$ cat config.mk
export PLATFORM = sky130hd
export DESIGN_NAME = seg7_scan_decoder
export DESIGN_NICKNAME = d
export VERILOG_FILES = /design/src/rtl/seg7_pkg.sv /design/src/rtl/seg7_pattern_decode.sv /design/src/rtl/seg7_scan_decoder.sv
export SDC_FILE = /design/constraint.sdc
export NUM_CORES = 1
export LEC_CHECK = 0
export CAP_MARGIN = 20
export CORE_UTILIZATION = 29
export CTS_BUF_LIST = sky130_fd_sc_hd__clkbuf_16
export DETAILED_ROUTE_END_ITERATION = 6
export DONT_BUFFER_PORTS = 1
export PLACE_DENSITY = 0.52
export REMOVE_ABC_BUFFERS = 1
export SYNTH_ARGS = -nofsm -noshare
export SYNTH_HDL_FRONTEND = slang
export SYNTH_SLANG_ARGS = --single-unit
$ cat constraint.sdc
create_clock -name clk -period 4.9 [get_ports clk]
set_input_delay 1.47 -clock clk [delete_from_list [all_inputs] [get_ports clk]]
set_output_delay 1.47 -clock clk [all_outputs]
set_load 0.02 [all_outputs]
$ cat src/rtl/seg7_pkg.sv
// Shared 7-segment code table (active-low, bit 0 = segment a) and scan-reader FSM states.
package seg7_pkg;

  localparam logic [0:6] SEG7_CODE_0 = 7'b0000001;
  localparam logic [0:6] SEG7_CODE_1 = 7'b1001111;
  localparam logic [0:6] SEG7_CODE_2 = 7'b0010010;
  localparam logic [0:6] SEG7_CODE_3 = 7'b0000110;
  localparam logic [0:6] SEG7_CODE_4 = 7'b1001100;
  localparam logic [0:6] SEG7_CODE_5 = 7'b0100100;
  localparam logic [0:6] SEG7_CODE_6 = 7'b0100000;
  localparam logic [0:6] SEG7_CODE_7 = 7'b0001111;
  localparam logic [0:6] SEG7_CODE_8 = 7'b0000000;
  localparam logic [0:6] SEG7_CODE_9 = 7'b0000100;
  localparam logic [0:6] SEG7_CODE_A = 7'b0001000;
  localparam logic [0:6] SEG7_CODE_B = 7'b1100000;
  localparam logic [0:6] SEG7_CODE_C = 7'b0110001;
  localparam logic [0:6] SEG7_CODE_D = 7'b1000010;
  localparam logic [0:6] SEG7_CODE_E = 7'b0110000;
  localparam logic [0:6] SEG7_CODE_F = 7'b0111000;
  localparam logic [0:6] SEG7_BLANK  = 7'b1111111;

  typedef enum logic [1:0] {
    ST_WAIT  = 2'd0,
    ST_DWELL = 2'd1,
    ST_HELD  = 2'd2
  } seg7_state_t;

  function automatic logic [0:6] seg7_code(input logic [3:0] nib);
    logic [0:6] code;
    case (nib)
      4'h0: code = SEG7_CODE_0;
      4'h1: code = SEG7_CODE_1;
      4'h2: code = SEG7_CODE_2;
      4'h3: code = SEG7_CODE_3;
      4'h4: code = SEG7_CODE_4;
      4'h5: code = SEG7_CODE_5;
      4'h6: code = SEG7_CODE_6;
      4'h7: code = SEG7_CODE_7;
      4'h8: code = SEG7_CODE_8;
      4'h9: code = SEG7_CODE_9;
      4'hA: code = SEG7_CODE_A;
      4'hB: code = SEG7_CODE_B;
      4'hC: code = SEG7_CODE_C;
      4'hD: code = SEG7_CODE_D;
      4'hE: code = SEG7_CODE_E;
      default: code = SEG7_CODE_F;
    endcase
    return code;
  endfunction

endpackage

$ cat src/rtl/seg7_pattern_decode.sv
// Combinational inverse of the hex encoder: segment pattern -> {legal, nibble}.
module seg7_pattern_decode
  import seg7_pkg::*;
(
  input  logic [0:6] seg,
  output logic       legal,
  output logic [3:0] nibble
);

  always_comb begin
    legal  = 1'b0;
    nibble = '0;
    for (int unsigned i = 0; i < 16; i++) begin
      if (seg == seg7_code(4'(i))) begin
        legal  = 1'b1;
        nibble = 4'(i);
      end
    end
  end

endmodule

$ cat src/rtl/seg7_scan_decoder.sv
// Reads a multiplexed active-low 7-segment bus back into a hex frame.
// Define SEG7_DP_EN to also capture the decimal point per digit (dp / dp_mask ports).
module seg7_scan_decoder
  import seg7_pkg::*;
#(
  parameter int unsigned NUM_DIGITS    = 4,
  parameter int unsigned STABLE_CYCLES = 8,
  localparam int unsigned ERR_W = (NUM_DIGITS > 1) ? $clog2(NUM_DIGITS) : 1
) (
  input  logic                    clk,
  input  logic                    rst_n,
  input  logic [0:6]              seg,
  input  logic [NUM_DIGITS-1:0]   an,
`ifdef SEG7_DP_EN
  input  logic                    dp,
  output logic [NUM_DIGITS-1:0]   dp_mask,
`endif
  output logic [4*NUM_DIGITS-1:0] value,
  output logic                    frame_valid,
  output logic                    code_err,
  output logic [ERR_W-1:0]        err_digit
);

  localparam int unsigned CNT_W = $clog2(STABLE_CYCLES + 1);
`ifdef SEG7_DP_EN
  localparam int unsigned SMP_W = 8 + NUM_DIGITS;
`else
  localparam int unsigned SMP_W = 7 + NUM_DIGITS;
`endif

  logic [0:6]              seg_q1, s_seg;
  logic [NUM_DIGITS-1:0]   an_q1, s_an;
  logic [SMP_W-1:0]        smp, prev_smp;
  logic [CNT_W-1:0]        cnt;
  seg7_state_t             state;
  logic [4*NUM_DIGITS-1:0] staging;
  logic [NUM_DIGITS-1:0]   seen;
  logic                    err_pend;
  logic [ERR_W-1:0]        err_pend_digit, dig_idx;
  logic                    one_hot, changed, capture, legal;
  logic [3:0]              nibble;

`ifdef SEG7_DP_EN
  logic                  dp_q1, s_dp;
  logic [NUM_DIGITS-1:0] staging_dp;

  always_ff @(posedge clk or negedge rst_n) begin
    if (!rst_n) begin
      dp_q1 <= 1'b1;
      s_dp  <= 1'b1;
    end else begin
      dp_q1 <= dp;
      s_dp  <= dp_q1;
    end
  end

  assign smp = {s_dp, s_seg, s_an};
`else
  assign smp = {s_seg, s_an};
`endif

  always_ff @(posedge clk or negedge rst_n) begin
    if (!rst_n) begin
      seg_q1 <= '1;
      s_seg  <= '1;
      an_q1  <= '1;
      s_an   <= '1;
    end else begin
      seg_q1 <= seg;
      s_seg  <= seg_q1;
      an_q1  <= an;
      s_an   <= an_q1;
    end
  end

  assign one_hot = $onehot(~s_an);
  assign changed = (smp != prev_smp);
  // The STABLE_CYCLES-th identical sample triggers the capture on the same edge.
  assign capture = (state == ST_DWELL) && one_hot && !changed &&
                   (cnt == CNT_W'(STABLE_CYCLES - 1));

  always_comb begin
    dig_idx = '0;
    for (int unsigned i = 0; i < NUM_DIGITS; i++) begin
      if (!s_an[i]) dig_idx = ERR_W'(i);
    end
  end

  seg7_pattern_decode u_decode (
    .seg    (s_seg),
    .legal  (legal),
    .nibble (nibble)
  );

  always_ff @(posedge clk or negedge rst_n) begin
    if (!rst_n) begin
      state    <= ST_WAIT;
      cnt      <= '0;
      prev_smp <= '0;
    end else begin
      prev_smp <= smp;
      case (state)
        ST_WAIT: begin
          if (one_hot) begin
            state <= ST_DWELL;
            cnt   <= CNT_W'(1);
          end else begin
            cnt <= '0;
          end
        end
        ST_DWELL: begin
          if (!one_hot) begin
            state <= ST_WAIT;
            cnt   <= '0;
          end else if (changed) begin
            cnt <= CNT_W'(1);
          end else if (capture) begin
            state <= ST_HELD;
            cnt   <= CNT_W'(STABLE_CYCLES);
          end else if (cnt < CNT_W'(STABLE_CYCLES)) begin
            cnt <= cnt + CNT_W'(1);
          end
        end
        ST_HELD: begin
          if (changed) begin
            state <= one_hot ? ST_DWELL : ST_WAIT;
            cnt   <= one_hot ? CNT_W'(1) : '0;
          end
        end
        default: begin
          state <= ST_WAIT;
          cnt   <= '0;
        end
      endcase
    end
  end

  always_ff @(posedge clk or negedge rst_n) begin
    if (!rst_n) begin
      staging        <= '0;
      seen           <= '0;
      value          <= '0;
      frame_valid    <= 1'b0;
      code_err       <= 1'b0;
      err_digit      <= '0;
      err_pend       <= 1'b0;
      err_pend_digit <= '0;
`ifdef SEG7_DP_EN
      staging_dp     <= '0;
      dp_mask        <= '0;
`endif
    end else begin
      frame_valid <= 1'b0;
      code_err    <= err_pend;
      err_pend    <= 1'b0;
      if (err_pend) err_digit <= err_pend_digit;

      if (&seen) begin
        value       <= staging;
        frame_valid <= 1'b1;
        seen        <= '0;
`ifdef SEG7_DP_EN
        dp_mask     <= staging_dp;
`endif
      end

      if (capture) begin
        if (legal) begin
          for (int unsigned i = 0; i < NUM_DIGITS; i++) begin
            if (!s_an[i]) begin
              staging[4*i +: 4] <= nibble;
              seen[i]           <= 1'b1;
`ifdef SEG7_DP_EN
              staging_dp[i]     <= ~s_dp;
`endif
            end
          end
        end else begin
          err_pend       <= 1'b1;
          err_pend_digit <= dig_idx;
        end
      end
    end
  end

endmodule

==> results of run 1 <==
[state kept, by name (all words and copies together), names as in the netlist, 2 cells and up]
register,cells
value,16
seen,4
an_q1,4
seg_q1,7
prev_smp,11
cnt,4
s_an,4
staging,16
err_digit,2
err_pend_digit,2
state,2
s_seg,7
[Yosys cell counts (2+ instances only)]
cell and instances:
clkbuf_1 2, inv_1 4, nand2_1 63, buf_4 3
xnor2_1 11, a32o_1 4, nor2_1 9, nand3b_1 2
nand4_1 5, o21ai_0 5, a21oi_1 4, mux2_1 18
nor4bb_1 2, mux2_2 2, a31oi_1 2, dfstp_2 22
and4bb_2 2, nor3b_1 4, ha_1 3, buf_2 3
o211ai_2 4, o211ai_1 2, dfrtp_1 60, o21ai_1 2
nor3_1 3
[per-layer routing]
| layer | track usage [%] | vias up | share of wire, % | wire (µm) |
|---|---|---|---|---|
| met2 | 17.50 | 36 | 45 | 2691 |
| met1 | 14.71 | 984 | 49 | 2951 |
| met5 | 0 | - | 0 | 0 |
| li1 | - | 943 | - | - |
| met3 | 4.292 | 7 | 4.3 | 257 |
| met4 | 5.143 | 0 | 1.2 | 72 |
[logic make-up after synthesis]
family,count (synthesis),share of synthesized area [%]
and+or+nand+nor,105,16.16
DFF,82,61.44
AOI/OAI and AO/OA,32,8.096
muxes,21,6.950
buffers and inverters,16,2.550
xor gates and xnor gates,12,3.105
adders and majority gates,4,1.701
[power breakdown]
| group | internal, mW | switching (mW) | leakage, nW | total, mW |
|---|---|---|---|---|
| clock | 0.336 | 0.252 | 0.127 | 0.588 |
| combinational | 0.0212 | 0.0192 | 0.579 | 0.0404 |
| sequential | 0.702 | 0.0237 | 1.04 | 0.726 |
[layout make-up]
type / instances / share of cell area (%)
tap: 143 / 4.759
clock buffer: 9 / 5.990
clock inverter: 7 / 1.032
multi-input combinational: 174 / 32.41
inverter: 5 / 0.4992
sequential: 82 / 55.31
[worst max-delay path: stages, from the launching register on]
cell,delay [ns]
dfstp_2,0.60
fa_1,0.42
inv_1,0.06
ha_1,0.13
ha_1,0.22
nor3b_1,0.49
nand4_1,0.44
nor2_1,0.26
o211ai_2,0.22
mux2_1,0.37
[how the worst max path moves through the flow]
stage,from,to,slack [ns],cells past startpoint
2_1_floorplan,s_an[1],staging[0],2.05,9
3_3_place_gp,s_an[3],staging[6],1.73,9
3_5_place_dp,s_an[3],staging[5],1.58,9
4_1_cts,s_an[3],staging[5],1.59,9
5_1_grt,s_an[1],staging[4],1.28,9
6_report,s_an[3],staging[5],1.56,9
[metrics by stage]
step                utilization (%)  power, mW  hold WS, ns
floorplan                         -     0.7639       0.3452
CTS                           32.93      1.384       0.3560
finish                        32.93      1.355       0.3530
global placement              30.62     0.7760       0.3455
global route                  32.93      1.418       0.3594
detailed placement            30.62     0.7780       0.3468
[cell usage in the layout, fill, tap and decap left out, types with 3 or more instances in the layout]
master and n:
nand2_1 63, dfrtp_1 60, dfstp_2 22, mux2_1 18, xnor2_1 11, nor2_1 9, clkbuf_16 9, inv_1 6
nand4_1 5, o21ai_0 5, a21oi_1 4, nor3b_1 4, o211ai_2 4, a32o_1 4, nor3_1 3, ha_1 3
clkinvlp_4 3
==> impl_metrics.toml, run 1 <==
[sta]
grt_setup_unrepaired = "no"
period_minus_slack_ns = 3.343
worst_pin_slew_ns = 1.009
post-route-period-util_pct = 68.21
max_freq_mhz = 299.2
tns_ns = 0
slew_headroom_pct = 31.87
clock_skew_ns = 0.005205
setup_ws_ns = 1.557
drv_slew = 0
setup-violations-final = 0
finalHoldViolCount = 0

[setup_path]
worstPathMaxFanout = 8
end_kind = "flop"
arrival_ns = 3.55
start_kind = "flop"
cp.required_ns = 5.11
reg2reg_slack_ns = 1.56
worst-setup-path-type = "reg -> reg"
reg2regPathDepth = 9
worst_r2r_endpoint = "staging[5]"
timing.rr.start = "s_an[3]"

[finish]
area_growth_pct = 11.09
fill_cells = 1160
n_antenna_cell = 0
drive_above_1_share_pct = 18.41
register_area_um2 = 2079
finalNonFillerCells = 420
multi_input_area_um2 = 1219
final_nets = 289
finalInstanceArea_um2 = 3760

[min_path]
hold_path_class = "reg -> reg"
hold_end = "s_seg[4]"
hold_start = "seg_q1[4]"
min_path_cells = 0

[synth]
synth_ff_type = "dfrtp_1"
ys_warn_count = 0
syn-mean-instance-area_um2 = 12.44
synth_edf_count = 0
syn_area_um2 = 3384
ys_seq_area_share_pct = 61.44
synth_cell_types = 56
netlist_instances = 272
synthTopCellsByArea = "dfrtp_1, dfstp_2, nand2_1"
synth_top_area_cell = "dfrtp_1"
async_reset_ff_share_pct = 100.0
synth_top_area_share_pct = 44.36
synth_seq_cells = 82

[clock_network]
root_buffer = "clkbuf_16"
hold_buffers = 0
cts_max_level = 3
clk_pin_slew_worst_paths_ns = 0.06
post_cts_buffers = 0
cts_resized = 0
cts_tree = "yes"
cts-buffers-inserted = 9
cts.sinks = 82
clk-insertion-delay-late_ns = 0.33
cts_buffer_depth = 2

[global_routing]
track_usage_pct = 11.57
grt_pass1_wl_um = 10440
antenna_found_initial = 0
grt_pass1_vias = 2060
grt-ovfl-total = 0
grt_max_degree = 83

[floorplan]
core-area_um2 = 11420
die_w_um = 110.0
die_h_um = 110.0
ioPinCount = 33
floorplan.die_area_um2 = 12110
num_rows = 39
initial_core_util_pct = 29.64

[detailed_routing]
drt-pass1-iter-count = 4
drt-initial-drc-count = 68
vias = 1970
wirelength_um = 5972
vias_per_cell = 4.690
routedWlPerCell_um = 14.22
ant_nets = 0
drc = 0

[job]
cap_violations = 0

[placement]
place_congestion = 0.7085
placed_area_um2 = 3496
dp.final_hpwl_um = 3863
numPortBuffers = 0
dp_slack_ns = 1.583
post-place-cells = 404

[power]
power.density_nw_per_um2 = 360.3
irDropWorstVdd_mv = 0.1834
leakagePower_nw = 1.749

[status]
status = "finished, final reports clean"
Note: power is estimated with default switching activity, not from simulation.
==> run 2, diff against run 1 <==
--- a/config.mk
+++ b/config.mk
@@ -10,7 +10,7 @@
 export CTS_BUF_LIST = sky130_fd_sc_hd__clkbuf_16
 export DETAILED_ROUTE_END_ITERATION = 6
 export DONT_BUFFER_PORTS = 1
-export PLACE_DENSITY = 0.52
+export PLACE_DENSITY = 0.53
 export REMOVE_ABC_BUFFERS = 1
 export SYNTH_ARGS = -nofsm -noshare
 export SYNTH_HDL_FRONTEND = slang
==> constraint.sdc (replaced) <==
create_clock -name clk -period 2.8 [get_ports clk]
set_input_delay 0.84 -clock clk [delete_from_list [all_inputs] [get_ports clk]]
set_output_delay 0.84 -clock clk [all_outputs]
set_load 0.02 [all_outputs]
==> run 2 against run 1 <==
Against the previous run: non-clock buffer count is 10 higher; count of clock-buffer cells in the layout is 1 higher; sequential share of layout area is 2.1 points lower; critical path type unchanged; flip-flop and latch count stayed put; register-to-register slack worse by 1.5 ns; power is 86% higher; global-route usage is 0.31 points lower; final area is 3.9% higher; utilization is 1.3 points higher; die area stayed put; setup slack worse by 1.5 ns; combinational power is 120% higher.
==> impl_metrics.toml, run 2 (synthesized netlist as in run 1, its figures left out) <==
[setup_path]
cpMaxStageDelayCell = "fa_1"
reg2regPathDepth = 10
crit_cells = 10
max_stage_delay_ns = 0.53
worst-path-buf-inv = 2
timing.rr.start = "s_an[0]"
cp.required_ns = 3.01
start_kind = "flop"
crit_top_cell = "ha_1"
reg2reg_slack_ns = 0.10
worstPathMaxFanout = 8
worst_r2r_endpoint = "staging[4]"
worst-setup-path-type = "reg -> reg"
crit_family = "adder cells"
crit_chain = "fa_1 > inv_1 > ha_1 > ha_1 > nor3b_2 > nand4_1 > buf_4 > nor2_1 > o211ai_2 > mux2_1"
arrival_ns = 2.91
end_kind = "flop"

[power]
p_clk_share_pct = 46.4
p_int_mw = 2.015
power_mw = 2.527
power.density_nw_per_um2 = 647.0
power_frac_comb_pct = 3.5
swShare_pct = 20.25
share_seq_of_total_power_pct = 50.1
p_sw_mw = 0.5117
leakagePower_nw = 1.827
irDropWorstVdd_mv = 0.4551

[clock_network]
cts.sinks = 82
root_buffer = "clkbuf_16"
clk_pin_slew_worst_paths_ns = 0.06
cts_max_level = 3
cts_buffer_depth = 2
hold_buffers = 0
cts_tree = "yes"
clk-insertion-delay-late_ns = 0.33
cts-buffers-inserted = 9

[sta]
setup-violations-final = 0
drv_slew = 0
max_freq_mhz = 371.0
period_minus_slack_ns = 2.696
finalHoldViolCount = 0
tns_ns = 0
clock_skew_ns = 0.008030
post-route-period-util_pct = 96.27
grt_setup_unrepaired = "yes"
worst_pin_slew_ns = 0.6904
slew_headroom_pct = 53.81

[finish]
final_nets = 299
mostFrequentLayoutCells = "nand2_1, dfrtp_1, dfstp_2"
fill_cells = 1156
final_common_cell = "nand2_1"
area_growth_pct = 15.38
reg_top3 = "staging x16, value x16, prev_smp x11"
drive_above_1_share_pct = 23.34
n_antenna_cell = 0
register_area_um2 = 2079
multi_input_area_um2 = 1246

[min_path]
hold_path_class = "in -> async"

[detailed_routing]
vias = 1998
routedWlPerCell_um = 13.50
drc = 0
wirelength_um = 5805
vias_per_cell = 4.647
drt-pass1-iter-count = 4
ant_nets = 0
drt-initial-drc-count = 132

[floorplan]
ioPinCount = 33
core-area_um2 = 11420
num_rows = 39
die_h_um = 110.0
die_w_um = 110.0
floorplan.die_area_um2 = 12110
initial_core_util_pct = 29.64

[global_routing]
grt_pass1_vias = 2095
grt_max_degree = 83
grt_pass1_wl_um = 10290
antenna_found_initial = 0
grt-ovfl-total = 0
track_usage_pct = 11.26

[status]
status = "finished, final reports clean"

[job]
cap_violations = 0

[placement]
place_congestion = 0.7604
dp.final_hpwl_um = 3803
numPortBuffers = 0
## run 2: cell count changes in the layout (fill, tap and decap cells not counted)
cell	change
clkinv_1	-1
inv_4	+1
nor2_1	-1
o211ai_4	+1
clkinvlp_4	-2
o211ai_2	-1
nor3b_2	+1
bufinv_16	+1
nor2_2	+1
nor3b_1	-1
mux2_1	-3
mux2_4	+3
buf_4	+10
clkbuf_16	+1
## run 2: worst register-to-register path, stage by stage (launching register included)
cell      delay, ns
dfstp_2        0.38
fa_1           0.53
inv_1          0.04
ha_1           0.17
ha_1           0.28
nor3b_2        0.20
nand4_1        0.11
buf_4          0.18
nor2_1         0.12
o211ai_2       0.19
mux2_1         0.37
## run 2: worst max path at each step
| stage | from | end | slack (ns) |
|---|---|---|---|
| after CTS | s_an[0] | staging[1] | 0.06 |
| final | s_an[0] | staging[4] | 0.10 |
| after detailed placement | s_an[0] | staging[1] | 0.005 |
| after global placement | s_an[0] | staging[0] | 0.06 |
| after floorplan | s_an[1] | staging[0] | -0.05 |
| after global routing | s_an[0] | staging[15] | -0.03 |
## run 2: repair_timing
item                       CTS  global route
gates resized for setup      1             5
pin swaps                    0             1
setup endpoints to repair    5            16
setup buffers                0             2
## run 2: metal layers
metal	vias to the layer above	share of wire, %	wire length, µm	track usage (%)
met1	968	49	2842	14.94
met3	9	5.0	291	3.939
met5	-	0	0	0
met2	54	45	2596	16.83
li1	967	-	-	-
met4	0	1.3	75	4.286
## run 2: cell type report
type / count / share of cell area, %
sequential: 82 / 53.25
multi-input combinational: 174 / 31.91
clock buffer: 10 / 6.408
tap: 143 / 4.582
timing repair buffer: 10 / 1.922
clock inverter: 6 / 1.442
inverter: 5 / 0.4806
## run 2: through the flow
stage	util (%)	instances	setup slack, ns	hold WS (ns)	area (µm²)
2_1_floorplan	-	261	-0.04905	0.3452	3317
3_3_place_gp	31.14	412	0.06142	0.3460	3556
3_5_place_dp	31.14	412	0.004794	0.3478	3556
4_1_cts	33.87	428	0.05666	0.1850	3867
5_1_grt	34.20	430	-0.03011	0.1807	3905
6_report	34.20	430	0.1044	0.2047	3905
## run 2: power groups by stage
stage                     logic (mW)  registers, mW  clock network (mW)
after CTS                     0.0853           1.27                1.22
after detailed placement      0.0823           1.29                   0
final                         0.0890           1.27                1.17
after global routing           0.101           1.27                1.27
after global placement        0.0810           1.29                   0
after floorplan               0.0590           1.28                   0
